===== config.mk =====
export PLATFORM = sky130hd
export DESIGN_NAME = trivium_prng_fifo
export DESIGN_NICKNAME = d
export VERILOG_FILES = /design/src/rtl/trivium_prng_fifo.sv
export SDC_FILE = /design/constraint.sdc
export NUM_CORES = 1
export LEC_CHECK = 0
export ABC_AREA = 1
export BUFFER_PORTS_ARGS = -buffer_cell sky130_fd_sc_hd__buf_2
export CAP_MARGIN = 20
export CORE_MARGIN = 1.5
export CORE_UTILIZATION = 60
export CTS_BUF_LIST = sky130_fd_sc_hd__clkbuf_16
export CTS_CLUSTER_DIAMETER = 40
export DETAILED_ROUTE_END_ITERATION = 8
export GPL_TIMING_DRIVEN = 1
export PLACE_DENSITY = 0.8
export SYNTH_ARGS = -nofsm -noshare
export SYNTH_HDL_FRONTEND = slang
export SYNTH_SLANG_ARGS = --single-unit
export TNS_END_PERCENT = 50

===== constraint.sdc =====
create_clock -name clk_i -period 31.4 [get_ports clk_i]
set_clock_uncertainty 0.15 [all_clocks]
set_input_delay 4.71 -clock clk_i [delete_from_list [all_inputs] [get_ports clk_i]]
set_output_delay 4.71 -clock clk_i [all_outputs]
set_load 0.05 [all_outputs]

===== src/rtl/trivium_prng_fifo.sv =====
// Trivium keystream generator feeding a show-ahead word buffer.
// The core is bit-sliced OUTPUT_BITS steps per enabled cycle; the top sequences reseed, warm-up and prefetch.
module trivium_core #(
  parameter int OUTPUT_BITS = 8
) (
  input  logic                   clk,
  input  logic                   rst,
  input  logic                   en,
  input  logic [79:0]            iv_i,
  input  logic [79:0]            key_i,
  output logic [OUTPUT_BITS-1:0] stream_o
);
  logic [287:0] state_q;
  logic [287:0] state_cur;
  logic [287:0] state_step;
  logic         armed_q;
  logic         t1, t2, t3;

  // rst only arms a load: key/IV are folded in on the first enabled cycle,
  // so the owner may update them on the same edge that leaves rst.
  always_comb begin
    t1         = 1'b0;
    t2         = 1'b0;
    t3         = 1'b0;
    stream_o   = '0;
    state_cur  = state_q;
    if (armed_q) begin
      state_cur          = '0;
      state_cur[79:0]    = key_i;
      state_cur[172:93]  = iv_i;
      state_cur[287:285] = 3'b111;
    end
    state_step = state_cur;
    for (int i = 0; i < OUTPUT_BITS; i++) begin
      t1 = state_step[65] ^ state_step[92];
      t2 = state_step[161] ^ state_step[176];
      t3 = state_step[242] ^ state_step[287];
      stream_o[OUTPUT_BITS-1-i] = t1 ^ t2 ^ t3;
      t1 = t1 ^ (state_step[90] & state_step[91]) ^ state_step[170];
      t2 = t2 ^ (state_step[174] & state_step[175]) ^ state_step[263];
      t3 = t3 ^ (state_step[285] & state_step[286]) ^ state_step[68];
      state_step = {state_step[286:177], t2, state_step[175:93], t1, state_step[91:0], t3};
    end
  end

  always_ff @(posedge clk) begin
    if (rst) begin
      armed_q <= 1'b1;
    end else if (en) begin
      state_q <= state_step;
      armed_q <= 1'b0;
    end
  end
endmodule

module trivium_prng_fifo #(
  parameter int WORDSIZE     = 32,
  parameter int OUTPUT_BITS  = 8,
  parameter int DEPTH        = 4,
  parameter int RESEED_WORDS = 0
) (
  input  logic                   clk_i,
  input  logic                   rst_ni,
  input  logic [79:0]            key_i,
  input  logic [79:0]            iv_i,
  input  logic                   refr_i,
  input  logic                   ready_i,
  output logic                   valid_o,
  output logic [WORDSIZE-1:0]    prng_o,
  output logic                   busy_o,
  output logic [$clog2(DEPTH):0] level_o
);
  localparam int INIT_CYCLES    = 1152 / OUTPUT_BITS;
  localparam int FETCH_INTERVAL = WORDSIZE / OUTPUT_BITS;
  localparam int PTR_W          = $clog2(DEPTH);
  localparam int LVL_W          = $clog2(DEPTH) + 1;
  localparam int INIT_W         = $clog2(INIT_CYCLES + 1);
  localparam int FETCH_W        = $clog2(FETCH_INTERVAL + 1);
  localparam int RCNT_W         = (RESEED_WORDS > 0) ? $clog2(RESEED_WORDS + 1) : 1;

  generate
    if ((WORDSIZE % OUTPUT_BITS) != 0 || (1152 % OUTPUT_BITS) != 0 || DEPTH < 2) begin : g_bad_params
      $error("trivium_prng_fifo: illegal WORDSIZE/OUTPUT_BITS/DEPTH combination");
    end
  endgenerate

  typedef enum logic [1:0] {S_RST, S_INIT, S_FILL, S_HOLD} state_t;

  state_t                state_q, state_d;
  logic [79:0]           key_q, iv_q;
  logic                  load_pend_q;
  logic [INIT_W-1:0]     init_cnt_q;
  logic [FETCH_W-1:0]    fetch_cnt_q;
  logic [WORDSIZE-1:0]   word_q, word_d;
  logic [WORDSIZE-1:0]   mem [DEPTH];
  logic [PTR_W-1:0]      wr_ptr_q, rd_ptr_q;
  logic [LVL_W-1:0]      level_q;
  logic [RCNT_W-1:0]     rcnt_q;
  logic [OUTPUT_BITS-1:0] stream;
  logic                  refr_take, pop, push, fill_en, core_en, core_rst, last_chunk, reseed_hit;

  function automatic logic [PTR_W-1:0] ptr_inc(input logic [PTR_W-1:0] p);
    return (p == PTR_W'(DEPTH - 1)) ? '0 : p + PTR_W'(1);
  endfunction

  assign refr_take  = refr_i && (state_q != S_RST);
  assign pop        = valid_o && ready_i;
  // A word may only start with room in the buffer, so a push never overflows.
  assign fill_en    = (state_q == S_FILL) && ((fetch_cnt_q != '0) || (level_q < LVL_W'(DEPTH)));
  assign core_en    = (state_q == S_INIT) || fill_en;
  assign last_chunk = (FETCH_INTERVAL == 1) || (fetch_cnt_q == FETCH_W'(1));
  assign push       = fill_en && last_chunk && !refr_take;
  assign word_d     = (word_q << OUTPUT_BITS) | WORDSIZE'(stream);
  assign reseed_hit = (RESEED_WORDS > 0) && push && (rcnt_q == RCNT_W'(RESEED_WORDS - 1));

  trivium_core #(.OUTPUT_BITS(OUTPUT_BITS)) u_core (
    .clk      (clk_i),
    .rst      (core_rst),
    .en       (core_en),
    .iv_i     (iv_q),
    .key_i    (key_q),
    .stream_o (stream)
  );

  always_ff @(posedge clk_i or negedge rst_ni) begin
    if (!rst_ni) state_q <= S_RST;
    else         state_q <= state_d;
  end

  always_comb begin
    state_d  = state_q;
    busy_o   = 1'b0;
    core_rst = 1'b0;
    case (state_q)
      S_RST: begin
        busy_o   = 1'b1;
        core_rst = 1'b1;
        state_d  = S_INIT;
      end
      S_INIT: begin
        busy_o = 1'b1;
        if (init_cnt_q == '0) state_d = S_FILL;
      end
      S_FILL: begin
        if (reseed_hit) state_d = S_RST;
        else if (fetch_cnt_q == '0 && level_q == LVL_W'(DEPTH)) state_d = S_HOLD;
      end
      S_HOLD: begin
        if (level_q < LVL_W'(DEPTH)) state_d = S_FILL;
      end
      default: state_d = S_RST;
    endcase
    if (refr_take) state_d = S_RST;
  end

  always_ff @(posedge clk_i or negedge rst_ni) begin
    if (!rst_ni) begin
      key_q       <= '0;
      iv_q        <= '0;
      load_pend_q <= 1'b1;
      init_cnt_q  <= '0;
      fetch_cnt_q <= '0;
      word_q      <= '0;
      wr_ptr_q    <= '0;
      rd_ptr_q    <= '0;
      level_q     <= '0;
      rcnt_q      <= '0;
    end else if (refr_take) begin
      key_q       <= key_i;
      iv_q        <= iv_i;
      load_pend_q <= 1'b0;
      fetch_cnt_q <= '0;
      word_q      <= '0;
      wr_ptr_q    <= '0;
      rd_ptr_q    <= '0;
      level_q     <= '0;
      rcnt_q      <= '0;
    end else begin
      if (state_q == S_RST) begin
        init_cnt_q <= INIT_W'(INIT_CYCLES - 1);
        if (load_pend_q) begin
          key_q       <= key_i;
          iv_q        <= iv_i;
          load_pend_q <= 1'b0;
        end
      end else if (state_q == S_INIT && init_cnt_q != '0) begin
        init_cnt_q <= init_cnt_q - INIT_W'(1);
      end

      if (fill_en) begin
        word_q <= word_d;
        if (fetch_cnt_q == '0) fetch_cnt_q <= FETCH_W'(FETCH_INTERVAL - 1);
        else                   fetch_cnt_q <= fetch_cnt_q - FETCH_W'(1);
      end

      if (push) wr_ptr_q <= ptr_inc(wr_ptr_q);
      if (pop)  rd_ptr_q <= ptr_inc(rd_ptr_q);
      if (push && !pop)      level_q <= level_q + LVL_W'(1);
      else if (pop && !push) level_q <= level_q - LVL_W'(1);

      // Automatic reseed keeps the key and buffered words, stepping only the IV.
      if (reseed_hit) begin
        iv_q   <= iv_q + 80'd1;
        rcnt_q <= '0;
      end else if (push && RESEED_WORDS > 0) begin
        rcnt_q <= rcnt_q + RCNT_W'(1);
      end
    end
  end

  always_ff @(posedge clk_i) begin
    if (push) mem[wr_ptr_q] <= word_d;
  end

  assign valid_o = (level_q != '0);
  assign level_o = level_q;
  assign prng_o  = valid_o ? mem[rd_ptr_q] : '0;
endmodule


* Word-level counts from Yosys, hierarchy flattened
Memories as Yosys holds them, arrays and structs flattened.
Cells that the tools add are included.
** Word-level totals
- Register bits after elaboration :: 494
- Memory bits (writable) :: 128
- Input port bits :: 164
- Output and inout port bits :: 37
- Word-level logic and storage cells :: 214
- Memories :: 1
** Memories
- mem :: depth 4, bits a word 32, rd ports 1, clocked after Yosys merged registers in 0, write ports 1, line 95 : logic [WORDSIZE-1:0] mem [DEPTH];
** Operators by class
- $add $sub $neg :: 6
- Magnitude comparators :: 1
- Equality and inequality tests :: 10
- Mux-type cells :: 35
- Bitwise gates (word level) :: 115
- Reductions and logical operators :: 33
** Operators with widths (number)
- 2-to-1 mux 80 bit :: 6
- 2-to-1 mux 288 bit :: 1
- bitwise XOR 1 bit :: 88
- 2-to-1 mux 24 bit :: 2
- 2-to-1 mux 32 bit :: 1
- bitwise OR 32 x 8 -> 32 bit :: 1
- AND 1 bit :: 24
- 2-to-1 mux 2 bit :: 10
- 2-to-1 mux 3 bit :: 6
- 2-to-1 mux 8 bit :: 2
- nonzero test 2 bit :: 7
- logical AND 1 bit :: 9
- nonzero test 3 bit :: 3
- == test 2 bit, second input constant :: 4
- logical NOT 8 bit :: 1
- case mux 2 bit (4 select lines) :: 1
- nonzero test 8 bit :: 1
- subtractor 8 x 1 -> 8 bit, second input constant :: 1
- 2-to-1 mux 1 bit :: 6
- != test 3 bit, second input constant :: 2
- AND reduction 2 bit :: 3
- subtractor 3 x 1 -> 3 bit, second input constant :: 2
- adder 2 x 1 -> 2 bit, second input constant :: 2
- adder 3 x 1 -> 3 bit, second input constant :: 1
- 12 further kinds :: 16

* Longest topological paths before layout
- Depth after elaboration :: 10
- Gate-level depth with buffers :: 14
- Gate-level depth less buffers :: 14

* By module
Synthesis repeated with hierarchy kept, for this count alone.
** Unflattened totals
- Cell total of the unflattened synthesis :: 2422
- Area, all modules :: 27045.9 µm²
** Modules (own cells, without submodules)
- trivium_prng_fifo :: instances 1, cells each 983, area each 13630.6 µm², sequential area each 8974.9 µm²
- trivium_core :: instances 1, cells each 1439, area each 13415.4 µm², sequential area each 8668.3 µm²

* Least setup slack after synthesis
Ideal clock, no wire load.
- Path kind :: register to register
- From :: register state_q[0]
- To :: register u_core.armed_q
- Library setup time :: 0.943 ns
- Arrival :: 21.002 ns
- Data required time :: 30.307 ns
- Path slack :: 9.305 ns
- Cell stages (with the launch flop) :: 4
- Path buffers :: 0
- Clock period less this slack :: 22.095 ns
- Path through :: dfrtp_1 inv_2 o21ai_0 o21ai_0
** Between the ends
- Word-level cells in the longest chain between the ends :: 3
- Elaborated cells on any way between the ends :: 6
- Those cells by class :: 2 x eq/ne; 1 x mux; 3 x reduce/logical
** RTL lines
- start, declared :: line 89 : state_t state_q, state_d;
- start signal, assigned :: line 127 : else state_q <= state_d;
- == test 2 bit :: line 109 : assign fill_en = (state_q == S_FILL) && ((fetch_cnt_q != '0) || (level_q < LVL_W'(DEPTH)));
- logical AND 1 bit :: line 109
- logical OR 1 bit :: line 110 : assign core_en = (state_q == S_INIT) || fill_en;
- end signal, assigned :: line 48 : armed_q <= 1'b1;
- end signal, assigned :: line 51 : armed_q <= 1'b0;
- end, declared :: line 16 : logic armed_q;
Several ways; a longest one is shown, not always the timed one.
A chain may end at the register's enable or synchronous reset.

* Worst setup path in the final report
- From :: register rd_ptr_q[0]
- To :: output port prng_o[0]
** Between the ends
- Word-level cells in the longest chain between the ends :: 2
** RTL lines
- start, declared :: line 96 : logic [PTR_W-1:0] wr_ptr_q, rd_ptr_q;
- start signal, assigned :: line 197 : if (pop) rd_ptr_q <= ptr_inc(rd_ptr_q);
- memory (4 x 32 bit)
- 2-to-1 mux 32 bit :: line 217 : assign prng_o = valid_o ? mem[rd_ptr_q] : '0;
- end, declared :: line 69 : output logic [WORDSIZE-1:0] prng_o,
Every way passes these cells.

==> impl_metrics.yaml <==
synth:
  synth_area_leaders: "edfxtp_1 48%, dfrtp_1 20%, nand2_1 7.8%"
  syn_avg_cell_area_sq_um: 10.56
  synth_nets: 2627
  synth_mux_area_share_pct: 1.000
  synth.most_common_cell: "nand2_1"
  synth.ff_latch_count: 622
  synthAdderAreaFrac_pct: 0.5604
  yosys_warnings: 0
  yosys.cell_types.count: 36
  yosysTopAreaCell: "edfxtp_1"
  yosysTopAreaCellShare_pct: 48.23
  synthFlopType: "edfxtp_1"
  synth-edff-count: 416
  netlist_area_sq_um: 25900
  synthTopCellsByCount: "536 x nand2_1, 416 x edfxtp_1, 326 x inv_1"
  yosys.area_share.simple_pct: 13.33
  synth_seq_area_share_pct: 68.12
  synth_compound_area_share_pct: 8.232
  synth_xor_area_share_pct: 1.725
  ys_async_sr_fraction_pct: 32.96
  synth_top_family_by_area: "simple AND/OR/NAND/NOR gates"
  netlist_instances: 2452
finish:
  area_growth_syn_to_layout_pct: 14.92
  finalNetCount: 2811
  stdcell_count: 3239
  drive_gt1_share_pct: 14.42
sta:
  setup_viol: 0
  fmax_mhz: 134.2
  rsz0062_at_grt: "no"
  slew_headroom_pct: 25.28
  fin_crit_ns: 7.451
  worst_pin_slew_ns: 1.121
  maxSlewViolCount: 0
  tns_ns: 0
  worst_slack_ns: 23.95
  finalCritPeriodShare_pct: 23.73
  hold_viol: 0
power_and_ir_drop:
  p_per_area_nw_per_um2: 117.4
  peakVddDrop_uv: 60.13
  power.leakage_uw: 0.01293
  power.total_uw: 3496
global_route:
  grt_overflow: 0
  grt_pass1_vias: 17172
  grt_antenna_before_repair: 2
  grt_max_degree: 214
  grt_pass1_wl_mm: 88.39
  grt_usage_pct: 25.50
setup_path:
  cp.required_ns: 26.54
  timing.rr.start: "fetch_cnt_q[0]$_DFFE_PN0P_"
  crit_chain: "inv_2 > o21ai_0 > a21oi_1 > buf_2"
  crit_type: "reg2out"
  arrival_ns: 2.59
  cp_max_fo: 65
  cp_slowest_cell: "inv_2"
  path_buf_inv: 2
  cp_top_family: "buffers and inverters"
  cpPeakStageDelay_ns: 0.69
  end_kind: "primary output"
  cp-startpoint: "rd_ptr_q[0]$_DFFE_PN0P_"
  startpoint_type: "flop"
drt:
  via_per_inst: 5.441
  wire_per_inst_microns: 17.00
  antenna_violating_nets_post_route: 0
  firstDrtPassIters: 5
  num_vias: 17625
  wirelength_mm: 55.05
  drtIter0Drc: 1671
  drc: 0
clocking:
  clkLatencyLatePin_ns: 0.60
  clockBufferDepth: 3
  ctsResizeCount: 0
  path_clk_slew_ns: 0.06
  cts_setup_buffers: 0
  cts_sinks: 622
  cts_root_buf: "clkbuf_16"
  cts_tree: "yes"
  cts_buffers: 76
  holdBufCountCts: 0
  htreeDepth: 3
floorplanning:
  core_sq_um: 42230
  die_h_microns: 210.8
  initial_core_util_pct: 61.33
  die_area_sq_um: 44420
  die_x_microns: 210.8
  rows: 75
  io_pins: 201
placement:
  portBuffers: 200
  gp_congestion: 0.8517
  hpwl_mm: 33.95
  dp_cells: 3096
  preCtsSetupSlack_ns: 23.91
worst_hold_path:
  hold_class: "reg2reg"
  min_from: "init_cnt_q[0]$_DFFE_PN0P_"
flow_run:
  maxCapViolCount: 0
outcome:
  run_status: "completed"
## sequential cells by signal, indices dropped and copies added, names as in the netlist, 2 cells and up
name            flops
iv_q               80
wr_ptr_q            2
u_core.state_q    288
mem               128
key_q              80
fetch_cnt_q         3
word_q             24
init_cnt_q          8
state_q             2
rd_ptr_q            2
level_o             3
## power breakdown
part / switching (uW) / total, uW / leakage (uW) / internal, uW
clock network: 347 / 857 / 0.00125 / 509
registers: 127 / 1490 / 0.00659 / 1360
logic: 849 / 1150 / 0.00508 / 302
total: 1320 / 3500 / 0.0129 / 2170
## metal layers
metal | wire [microns] | up-vias | part of all wire [%] | GRT usage [%]
met4 | 1489 | 0 | 2.7 | 9.507
met1 | 22900 | 8460 | 42 | 35.66
met3 | 3972 | 107 | 7.2 | 4.089
met2 | 26690 | 705 | 48 | 40.86
met5 | 0 | - | 0 | 0
li1 | - | 8353 | - | -
## worst paths after layout
kind,cells past startpoint,to,slack [ns]
setup / recovery,4,prng_o[0],23.95
hold / removal,1,init_cnt_q[0]$_DFFE_PN0P_,0.35
setup reg to reg,8,u_core.state_q[201]$_SDFFCE_PP0P_,27.02
hold reg to reg,1,init_cnt_q[0]$_DFFE_PN0P_,0.35
max in group asynchronous,3,rd_ptr_q[0]$_DFFE_PN0P_,25.21
min in group asynchronous,1,iv_q[27]$_DFFE_PN0P_,4.03
## stage by stage
step / hold WS, ns / util [%] / instance area [sq um]
final: 0.3457 / 70.49 / 29760
after detailed placement: 0.3337 / 64.47 / 27220
after floorplan: 0.3122 / - / 25900
after global routing: 0.3540 / 70.49 / 29760
after global placement: 0.3318 / 64.34 / 27170
after CTS: 0.3456 / 70.41 / 29730
## area by class of cell
type                       count  area [sq um]
antenna                        2         5.005
inverter                     331          1250
multi-input combinational   1386          6465
tap                          539         674.4
timing repair buffer         219          1214
sequential                   622         17650
clock inverter                62         556.8
fill                        2894         12460
clock buffer                  78          1952
## cells in the final DEF (no fill, tap or decap), types with 52 or more instances in the layout
master / n
clkbuf_16: 78
o21ai_0: 320
buf_2: 199
nand2_1: 536
inv_1: 337
edfxtp_1: 416
dfrtp_1: 203
o21ai_1: 52
nand3_1: 69
nor2_1: 253
## logic make-up (layout without fill, tap and decap cells)
family	after synthesis	after routing
buf+inv	444	690
flops	622	622
fa+ha+maj	11	11
xor+xnor	51	51
mux	23	23
simple gates	881	881
other cells	0	2
compound gates	420	420
Power figures use the tool's default switching activity.
